### src/rtl/arm_alu_pkg.sv
// Opcodes, flag bit positions and opcode-class helpers for the ARM data-processing ALU.
package arm_alu_pkg;

  localparam logic [3:0] OP_AND = 4'd0;
  localparam logic [3:0] OP_EOR = 4'd1;
  localparam logic [3:0] OP_SUB = 4'd2;
  localparam logic [3:0] OP_RSB = 4'd3;
  localparam logic [3:0] OP_ADD = 4'd4;
  localparam logic [3:0] OP_ADC = 4'd5;
  localparam logic [3:0] OP_SBC = 4'd6;
  localparam logic [3:0] OP_RSC = 4'd7;
  localparam logic [3:0] OP_TST = 4'd8;
  localparam logic [3:0] OP_TEQ = 4'd9;
  localparam logic [3:0] OP_CMP = 4'd10;
  localparam logic [3:0] OP_CMN = 4'd11;
  localparam logic [3:0] OP_ORR = 4'd12;
  localparam logic [3:0] OP_MOV = 4'd13;
  localparam logic [3:0] OP_BIC = 4'd14;
  localparam logic [3:0] OP_MVN = 4'd15;

  localparam int FLAG_N = 3;
  localparam int FLAG_Z = 2;
  localparam int FLAG_C = 1;
  localparam int FLAG_V = 0;

  function automatic logic is_test(input logic [3:0] op);
    return (op == OP_TST) || (op == OP_TEQ) || (op == OP_CMP) || (op == OP_CMN);
  endfunction

  function automatic logic is_arith(input logic [3:0] op);
    return (op == OP_SUB) || (op == OP_RSB) || (op == OP_ADD) || (op == OP_ADC) ||
           (op == OP_SBC) || (op == OP_RSC) || (op == OP_CMP) || (op == OP_CMN);
  endfunction

endpackage

### src/rtl/arm_alu_core.sv
// Combinational ARM data-processing datapath: result, next NZCV and Rd-write flag.
// No state and no handshake; the pipeline wrapper owns timing and backpressure.
module arm_alu_core
  import arm_alu_pkg::*;
#(
  parameter int DATA_W = 32,
  parameter bit SAT_EN = 1'b0
) (
  input  logic [3:0]        opcode_i,
  input  logic [DATA_W-1:0] a_i,
  input  logic [DATA_W-1:0] b_i,
  input  logic              cflag_i,
  input  logic              vflag_i,
  input  logic              shifter_carry_i,
  output logic [DATA_W-1:0] result_o,
  output logic [3:0]        nzcv_o,
  output logic              result_writeback_o
);

  localparam int MSB = DATA_W - 1;

  logic [DATA_W-1:0] add_x;
  logic [DATA_W-1:0] add_y;
  logic              add_cin;
  logic [DATA_W:0]   sum;
  logic              ovf;
  logic              arith;
  logic [DATA_W-1:0] logic_res;
  logic [DATA_W-1:0] res;

  // Every arithmetic op is folded into x + y + cin; subtracts invert one operand,
  // so the adder carry-out is directly the ARM "NOT borrow" C flag.
  always_comb begin
    add_x   = a_i;
    add_y   = b_i;
    add_cin = 1'b0;
    case (opcode_i)
      OP_SUB, OP_CMP: begin add_y = ~b_i; add_cin = 1'b1;    end
      OP_RSB:         begin add_x = b_i;  add_y = ~a_i; add_cin = 1'b1; end
      OP_ADC:         begin add_cin = cflag_i;               end
      OP_SBC:         begin add_y = ~b_i; add_cin = cflag_i; end
      OP_RSC:         begin add_x = b_i;  add_y = ~a_i; add_cin = cflag_i; end
      default:        ;
    endcase
  end

  assign sum = {1'b0, add_x} + {1'b0, add_y} + {{DATA_W{1'b0}}, add_cin};
  assign ovf = (add_x[MSB] == add_y[MSB]) && (sum[MSB] != add_x[MSB]);

  always_comb begin
    logic_res = a_i & b_i;
    case (opcode_i)
      OP_EOR, OP_TEQ: logic_res = a_i ^ b_i;
      OP_ORR:         logic_res = a_i | b_i;
      OP_MOV:         logic_res = b_i;
      OP_BIC:         logic_res = a_i & ~b_i;
      OP_MVN:         logic_res = ~b_i;
      default:        ;
    endcase
  end

  assign arith              = is_arith(opcode_i);
  assign result_writeback_o = !is_test(opcode_i);

  // Overflow direction follows the sign of x: both addends positive means it ran off the top.
  always_comb begin
    res = arith ? sum[MSB:0] : logic_res;
    if (SAT_EN && arith && ovf && result_writeback_o)
      res = add_x[MSB] ? {1'b1, {(DATA_W-1){1'b0}}} : {1'b0, {(DATA_W-1){1'b1}}};
  end

  assign result_o = res;

  always_comb begin
    nzcv_o         = 4'b0000;
    nzcv_o[FLAG_N] = res[MSB];
    nzcv_o[FLAG_Z] = (res == '0);
    nzcv_o[FLAG_C] = arith ? sum[DATA_W] : shifter_carry_i;
    nzcv_o[FLAG_V] = arith ? ovf : vflag_i;
  end

endmodule

### src/rtl/arm_dp_alu_pipe.sv
// One-stage registered ARM ALU owning the NZCV register; result valid 1 cycle after accept.
// in_ready = !out_valid || out_ready; a stalled beat holds and flags never change while stalled.
module arm_dp_alu_pipe
  import arm_alu_pkg::*;
#(
  parameter int DATA_W = 32,
  parameter bit SAT_EN = 1'b0
) (
  input  logic              clk,
  input  logic              reset,
  input  logic              in_valid,
  output logic              in_ready,
  input  logic [3:0]        alu_control,
  input  logic [DATA_W-1:0] operand_a,
  input  logic [DATA_W-1:0] operand_b,
  input  logic              shifter_carry,
  input  logic              set_flags,
  input  logic              flags_load,
  input  logic [3:0]        flags_in,
  output logic              out_valid,
  input  logic              out_ready,
  output logic [DATA_W-1:0] result,
  output logic              result_writeback,
  output logic              nzcv_writeback,
  output logic [3:0]        nzcv
);

  logic              out_valid_q, out_valid_d;
  logic [DATA_W-1:0] result_q;
  logic              res_wb_q;
  logic              nzcv_wb_q;
  logic [3:0]        flags_q, flags_d;

  logic              accept;
  logic              flag_upd;
  logic [DATA_W-1:0] core_result;
  logic [3:0]        core_nzcv;
  logic              core_wb;

  assign in_ready = !out_valid_q || out_ready;
  assign accept   = in_valid && in_ready;
  assign flag_upd = set_flags || is_test(alu_control);

  arm_alu_core #(
    .DATA_W (DATA_W),
    .SAT_EN (SAT_EN)
  ) u_core (
    .opcode_i           (alu_control),
    .a_i                (operand_a),
    .b_i                (operand_b),
    .cflag_i            (flags_q[FLAG_C]),
    .vflag_i            (flags_q[FLAG_V]),
    .shifter_carry_i    (shifter_carry),
    .result_o           (core_result),
    .nzcv_o             (core_nzcv),
    .result_writeback_o (core_wb)
  );

  // A direct flag write beats the accepted op's update on the same edge.
  always_comb begin
    out_valid_d = out_valid_q;
    if (accept)
      out_valid_d = 1'b1;
    else if (out_ready)
      out_valid_d = 1'b0;

    flags_d = flags_q;
    if (flags_load)
      flags_d = flags_in;
    else if (accept && flag_upd)
      flags_d = core_nzcv;
  end

  always_ff @(posedge clk or posedge reset) begin
    if (reset) begin
      out_valid_q <= 1'b0;
      result_q    <= '0;
      res_wb_q    <= 1'b0;
      nzcv_wb_q   <= 1'b0;
      flags_q     <= 4'b0000;
    end else begin
      out_valid_q <= out_valid_d;
      flags_q     <= flags_d;
      if (accept) begin
        result_q  <= core_result;
        res_wb_q  <= core_wb;
        nzcv_wb_q <= flag_upd;
      end
    end
  end

  assign out_valid        = out_valid_q;
  assign result           = result_q;
  assign result_writeback = res_wb_q;
  assign nzcv_writeback   = nzcv_wb_q;
  assign nzcv             = flags_q;

endmodule

### config.mk
export PLATFORM = sky130hd
export DESIGN_NAME = arm_dp_alu_pipe
export DESIGN_NICKNAME = d
export VERILOG_FILES = /design/src/rtl/arm_alu_pkg.sv /design/src/rtl/arm_alu_core.sv /design/src/rtl/arm_dp_alu_pipe.sv
export SDC_FILE = /design/constraint.sdc
export NUM_CORES = 1
export LEC_CHECK = 0
export BUFFER_PORTS_ARGS = -buffer_cell sky130_fd_sc_hd__clkbuf_2
export CAP_MARGIN = 10
export CORE_ASPECT_RATIO = 0.75
export CORE_MARGIN = 5
export CORE_UTILIZATION = 40
export DETAILED_ROUTE_END_ITERATION = 10
export SLEW_MARGIN = 0
export SYNTH_ARGS = -nofsm -noshare
export SYNTH_HDL_FRONTEND = slang
export SYNTH_SLANG_ARGS = --single-unit
export TNS_END_PERCENT = 20
### constraint.sdc
create_clock -name clk -period 5.3 [get_ports clk]
set_input_delay 1.06 -clock clk [delete_from_list [all_inputs] [get_ports clk]]
set_output_delay 1.06 -clock clk [all_outputs]
set_load 0.01 [all_outputs]
==> reports/metrics.csv, run 1 <==
stage,metric,value,unit
outcome,status,finished clean,
yosys,ys.flop_type,dfrtp_1,
timing,relSlewSlack,48.3,%
setup_path,crit_chain,"clkbuf_2, inv_1, nor3_2, buf_4, o21ai_0, o21ai_0, ha_1, and3_1, nand2_1, a211oi_1, o21ai_0, buf_4, a41oi_2, xnor2_1, a21oi_1, or4b_1, or4_1, o21ai_1",
setup_path,crit_path_end,nzcv[2],
worst_hold_path,hp-class,flop to flop,
setup_path,critPathLaunch,alu_control[1],
route,drc_errors,0,
timing,final.setup_skew,0.0101,ns
yosys,synth_area_per_cell,6.74,sq um
place,dpl_worst_slack,-0.157,ns
timing,clock.fmax,198,MHz
clock_network,cts_buffers,5,
setup_path,worst-path-stages,18,
power,ir_drop,0.163,mV
clock_network,cts_num_sinks,39,
setup_path,path_delay_family,simple AND/OR/NAND/NOR gates,
route,firstDrtPassIters,6,
route,drt-initial-drc-count,836,
yosys,synth.area.top_cells,"dfrtp_1 14%, o21ai_0 12%, ha_1 11%, nand2_1 7.3%, a21oi_1 6.1%",
setup_path,crit_path_max_fanout,17,
clock_network,htreeDepth,2,
timing,postLayoutSetupSlackWorst,0.251,ns
yosys,yosysTopAreaCell,dfrtp_1,
power,leakage,3.87,nW
setup_path,cpMostUsedCell,o21ai_0,
timing,rsz0062_at_grt,no,
route,num_vias,8247,
global_route,grt_pass1_wl,41.6,mm
yosys,yosys.cell_count.top_type,o21ai_0,
setup_path,r2r-end,nzcv[2],
floorplan,die-area,20100,sq um
clock_network,clk_latency,0.28,ns
setup_path,cp.required,5.51,ns
floorplan,rows,41,
layout,design_area,8210,sq um
setup_path,r2r_setup_slack,1.02,ns
global_route,overflow,0,
clock_network,clk_pin_slew,0.06,ns
yosys,synth_edf_count,0,
layout,nets,1286,
yosys,synth.top_cells.by_count,"163 x o21ai_0, 135 x nand2_1, 84 x a21oi_1, 74 x inv_1, 63 x ha_1",
yosys,synth_top_area_share,14.1,%
layout,drive_gt1_share,20.0,%
global_route,grt_usage,26.0,%
clock_network,clock-root-buffer,clkbuf_16,
route,viasPerCell,6.07,
timing,post-route-period-util,95.3,%
place,port_buffers,118,
floorplan,coreArea,16900,sq um
place,place_congestion,0.948,
yosys,ys_types,72,
route,final_antenna_net_count,0,
setup_path,critPathMaxStageDelay,0.58,ns
floorplan,initial_core_util,41.0,%
power,powerDensity,230,nW/um^2
timing,hold_viol,0,
setup_path,startpoint_type,primary input,
setup_path,r2r-start,nzcv[1],
yosys,yosysWarnings,0,
place,place_area,8020,sq um
timing,maxSlewViolCount,0,
yosys,synth_seq_area_share,14.1,%
setup_path,arrival,5.26,ns
timing,finalSetupViolations,0,
place,hpwlAfterDp,21.0,mm
route,totalWireLength,26.5,mm
global_route,grt_pass1_vias,7452,
setup_path,path_buf_inv,4,
setup_path,crit_slowest_cell,or4b_1,
job,max_cap_violations,0,
global_route,grt_max_degree,49,
layout,diodes,0,
floorplan,ioPinCount,119,
clock_network,cts_tree,done,
yosys,syn_area,6930,sq um
setup_path,reg2reg_depth,16,
setup_path,endpoint_kind,flop,
yosys,synth_nets,1172,
setup_path,critPathKind,primary input to flop,
layout,area_growth,18.5,%
timing,tightest_slew,0.774,ns
yosys,yosys_register_bits,39,
floorplan,die_x,162,microns
timing,finalCriticalPeriod,5.05,ns
floorplan,die_y,124,microns
global_route,grt_antenna_before_repair,0,
clock_network,cts_buffer_depth,2,
yosys,synth-async-reset-ratio,100,%
clock_network,cts_hold_buffers,0,
yosys,synth_cells,1028,
route,routedWlPerCell,19.5,microns
==> registers in the layout, indices dropped and copies added (netlist names) <==
signal / flops
nzcv: 4
nzcv_writeback: 1
out_valid: 1
result: 32
result_writeback: 1
==> power breakdown <==
part	total [mW]	internal (mW)	switching (mW)
clock	0.348	0.234	0.114
sequential	0.422	0.377	0.0446
combinational	1.12	0.461	0.661
==> per-stage QoR <==
step           std cells  utilization [%]  hold WS (ns)  setup TNS [ns]  total power [mW]
5_1_grt             1358             48.5         0.500               0              2.04
3_3_place_gp        1349             47.4         0.466         -0.0911              1.52
2_1_floorplan       1028                -         0.511          -0.161              1.12
6_report            1358             48.5         0.478               0              1.89
3_5_place_dp        1349             47.4         0.468          -0.157              1.52
4_1_cts             1357             48.4         0.485               0              1.89
==> worst min path at each step <==
stage               slack (ns)      startpoint  depth (start not counted)        endpoint
floorplan                 0.51      result[13]                          2      result[13]
global placement          0.47  nzcv_writeback                          2  nzcv_writeback
detailed placement        0.47  nzcv_writeback                          2  nzcv_writeback
CTS                       0.49  nzcv_writeback                          2  nzcv_writeback
global route              0.50      result[25]                          1      result[25]
finish                    0.48      result[24]                          2      result[24]
==> cells by family after synthesis <==
kind of cell | count (synthesis) | share of synthesized area (%)
AOI/OAI and AO/OA | 400 | 35.9
xor gates and xnor gates | 35 | 4.42
adders and majority gates | 65 | 11.9
buffers and inverters | 148 | 8.16
DFF | 39 | 14.1
muxes | 30 | 4.67
and+or+nand+nor | 311 | 20.8
==> cells in the final DEF, fill, tap and decap left out, drive strengths merged, types with 16 or more instances in the layout <==
cell,instances
a211oi,16
a21o,19
a21oi,84
buf,63
clkbuf,124
dfrtp,39
ha,63
inv,74
mux2,19
nand2,135
nand3,24
nor2,54
nor3,19
o21ai,164
xnor2,25
==> area by class of cell <==
cell class | instances | area, sq um
clock inverters | 2 | 35.0
clock buffers | 6 | 139
inverters | 74 | 278
flip-flops and latches | 39 | 976
fillers | 1743 | 8710
well taps | 215 | 269
multi-input cells | 841 | 5450
repair buffers | 181 | 1060
==> tightest hold or removal path, delay by kind of cell (launching register included) <==
kind | cells | cell delay, ns
and+or+nand+nor | 1 | 0.04
AOI/OAI and AO/OA | 1 | 0.06
DFF | 1 | 0.34
==> metal layers <==
metal | global-route usage [%] | part of all wire (%)
met1 | 37.5 | 46
met2 | 40.0 | 42
met3 | 5.29 | 9.6
met4 | 5.76 | 2.5
met5 | 0 | 0
==> timing repair <==
item                       CTS  global route
setup endpoints to repair    0             1
resized for setup            0             5
buffers inserted             0             1
Note: power is estimated with default switching activity, not from simulation.
==> run 2, diff against run 1 <==
Settings changed: RECOVER_POWER from default to 100.
==> run 2 against run 1 <==
The flow now finishes with violations (max-capacitance violations, max-slew violations). Global-route usage stayed put. Sequential share of layout area rose by 0.084 points. Cell count is the same. Clock skew about the same. Worst setup slack worse by 0.0068 ns. Via count is 0.96% lower. Total power down 1.0%. Largest power group unchanged.
==> reports/metrics.csv, run 2 (same netlist as run 1, synthesis figures left out) <==
stage,metric,value,unit
timing,clock.fmax,198,MHz
setup_path,arrival,5.26,ns
place,place_congestion,0.948,
floorplan,rows,41,
route,drc_errors,0,
clock_network,cts_num_sinks,39,
layout,diodes,0,
power,leakage,3.74,nW
clock_network,clk_latency,0.28,ns
route,drt-initial-drc-count,810,
power,combPwrFrac,58.9,%
power,ir_drop,0.163,mV
layout,largest_reg_flops,32,
layout,drive_gt1_share,16.4,%
timing,relSlewSlack,-41.0,%
route,firstDrtPassIters,5,
layout,area_growth,17.7,%
timing,final.setup_skew,0.00960,ns
setup_path,crit_path_max_fanout,12,
route,final_antenna_net_count,0,
route,routedWlPerCell,19.5,microns
power,p_switching,821,uW
global_route,overflow,0,
setup_path,endpoint_kind,flop,
place,dpl_worst_slack,-0.157,ns
power,p_int,1.05,mW
timing,hold_viol,0,
power,swShare,43.8,%
route,totalWireLength,26.5,mm
outcome,status,finished with violations,
route,num_vias,8168,
power,clockPowerShare,18.6,%
clock_network,cts_buffers,5,
floorplan,initial_core_util,41.0,%
clock_network,clock-root-buffer,clkbuf_16,
floorplan,coreArea,16900,sq um
timing,postLayoutSetupSlackWorst,0.244,ns
route,viasPerCell,6.01,
clock_network,cts_buffer_depth,2,
floorplan,die-area,20100,sq um
timing,post-route-period-util,95.4,%
layout,layout_commonest_cell,o21ai_0,
global_route,grt_antenna_before_repair,0,
global_route,grt_pass1_vias,7452,
setup_path,startpoint_type,primary input,
clock_network,cts_tree,done,
place,port_buffers,118,
timing,maxSlewViolCount,89,
setup_path,critPathKind,primary input to flop,
floorplan,die_y,124,microns
floorplan,die_x,162,microns
timing,tightest_slew,2.12,ns
global_route,grt_usage,26.0,%
power,powerDensity,230,nW/um^2
global_route,grt_max_degree,49,
clock_network,cts_hold_buffers,0,
outcome,violations,"max-capacitance violations, max-slew violations",
timing,rsz0062_at_grt,no,
timing,finalCriticalPeriod,5.06,ns
clock_network,clk_pin_slew,0.06,ns
timing,finalSetupViolations,0,
worst_hold_path,hp-class,flop to flop,
power,p_total,1.87,mW
floorplan,ioPinCount,119,
clock_network,htreeDepth,2,
job,max_cap_violations,2,
place,hpwlAfterDp,21.0,mm
layout,nets,1286,
power,p_seq_share,22.5,%
setup_path,cp.required,5.51,ns
layout,final_cell_mix,"162 x o21ai_0, 133 x nand2_1, 82 x a21oi_1",
global_route,grt_pass1_wl,41.6,mm
## run 2: cell count changes in the layout (fill, tap and decap cells not counted), sizes merged
cell	previous run	this run
clkbuf	124	126
buf	63	61
## run 2: power by group through the flow
| stage | clock [mW] | sequential [mW] | combinational (mW) |
|---|---|---|---|
| after CTS | 0.359 | 0.422 | 1.10 |
| after floorplan | 0 | 0.457 | 0.666 |
| after global routing | 0.373 | 0.431 | 1.22 |
| final | 0.348 | 0.422 | 1.10 |
| after global placement | 0 | 0.427 | 1.10 |
| after detailed placement | 0 | 0.427 | 1.10 |
## run 2: per-stage QoR
stage	instances	TNS (ns)	hold WS, ns	cell area [sq um]	util, %
after floorplan	1028	-0.161	0.511	7120	-
after global placement	1349	-0.0911	0.466	8020	47.4
after detailed placement	1349	-0.157	0.468	8020	47.4
after CTS	1357	0	0.485	8190	48.4
after global routing	1358	0	0.500	8160	48.2
final	1358	0	0.478	8160	48.2
## run 2: worst paths after layout
kind	from	end	slack [ns]	cells past startpoint
min reg2reg	result[24]	result[24]	0.48	2
min	result[24]	result[24]	0.48	2
max reg2reg	nzcv[1]	nzcv[2]	1.02	16
min in group asynchronous	reset	result[12]	1.51	3
max	alu_control[2]	nzcv[2]	0.24	19
max in group asynchronous	reset	result_writeback	2.56	3
## run 2: worst max-delay path, stage by stage
cell and delay (ns):
clkbuf_2 0.13, a21oi_1 0.18, nand2_1 0.11, nand2_4 0.09
buf_4 0.20, nand2_1 0.07, o21ai_0 0.06, o21ai_0 0.11
ha_1 0.42, o2111ai_1 0.20, a211oi_1 0.55, o21ai_0 0.22
buf_4 0.20, a41oi_2 0.23, xnor2_1 0.14, a21oi_1 0.12
or4b_1 0.58, or4_1 0.42, o21ai_1 0.14
## run 2: final cells by class
cell class / count / area (sq um)
clock buffers: 6 / 139
repair buffers: 181 / 1010
clock inverters: 2 / 35.0
multi-input cells: 841 / 5450
inverters: 74 / 278
fillers: 1763 / 8770
well taps: 215 / 269
flip-flops and latches: 39 / 976
## run 2: per-layer routing
layer	part of all wire [%]	GRT usage [%]	vias up
met5	0	0	-
met4	2.4	5.76	0
met3	8.8	5.29	40
met2	42	40.0	368
met1	47	37.5	3770
li1	-	-	3990
## run 2: timing repair
item | CTS | global route
resized for setup | 0 | 5
endpoints found under the hold margin | 0 | 0
setup endpoints to repair | 0 | 1
buffers inserted | 0 | 1
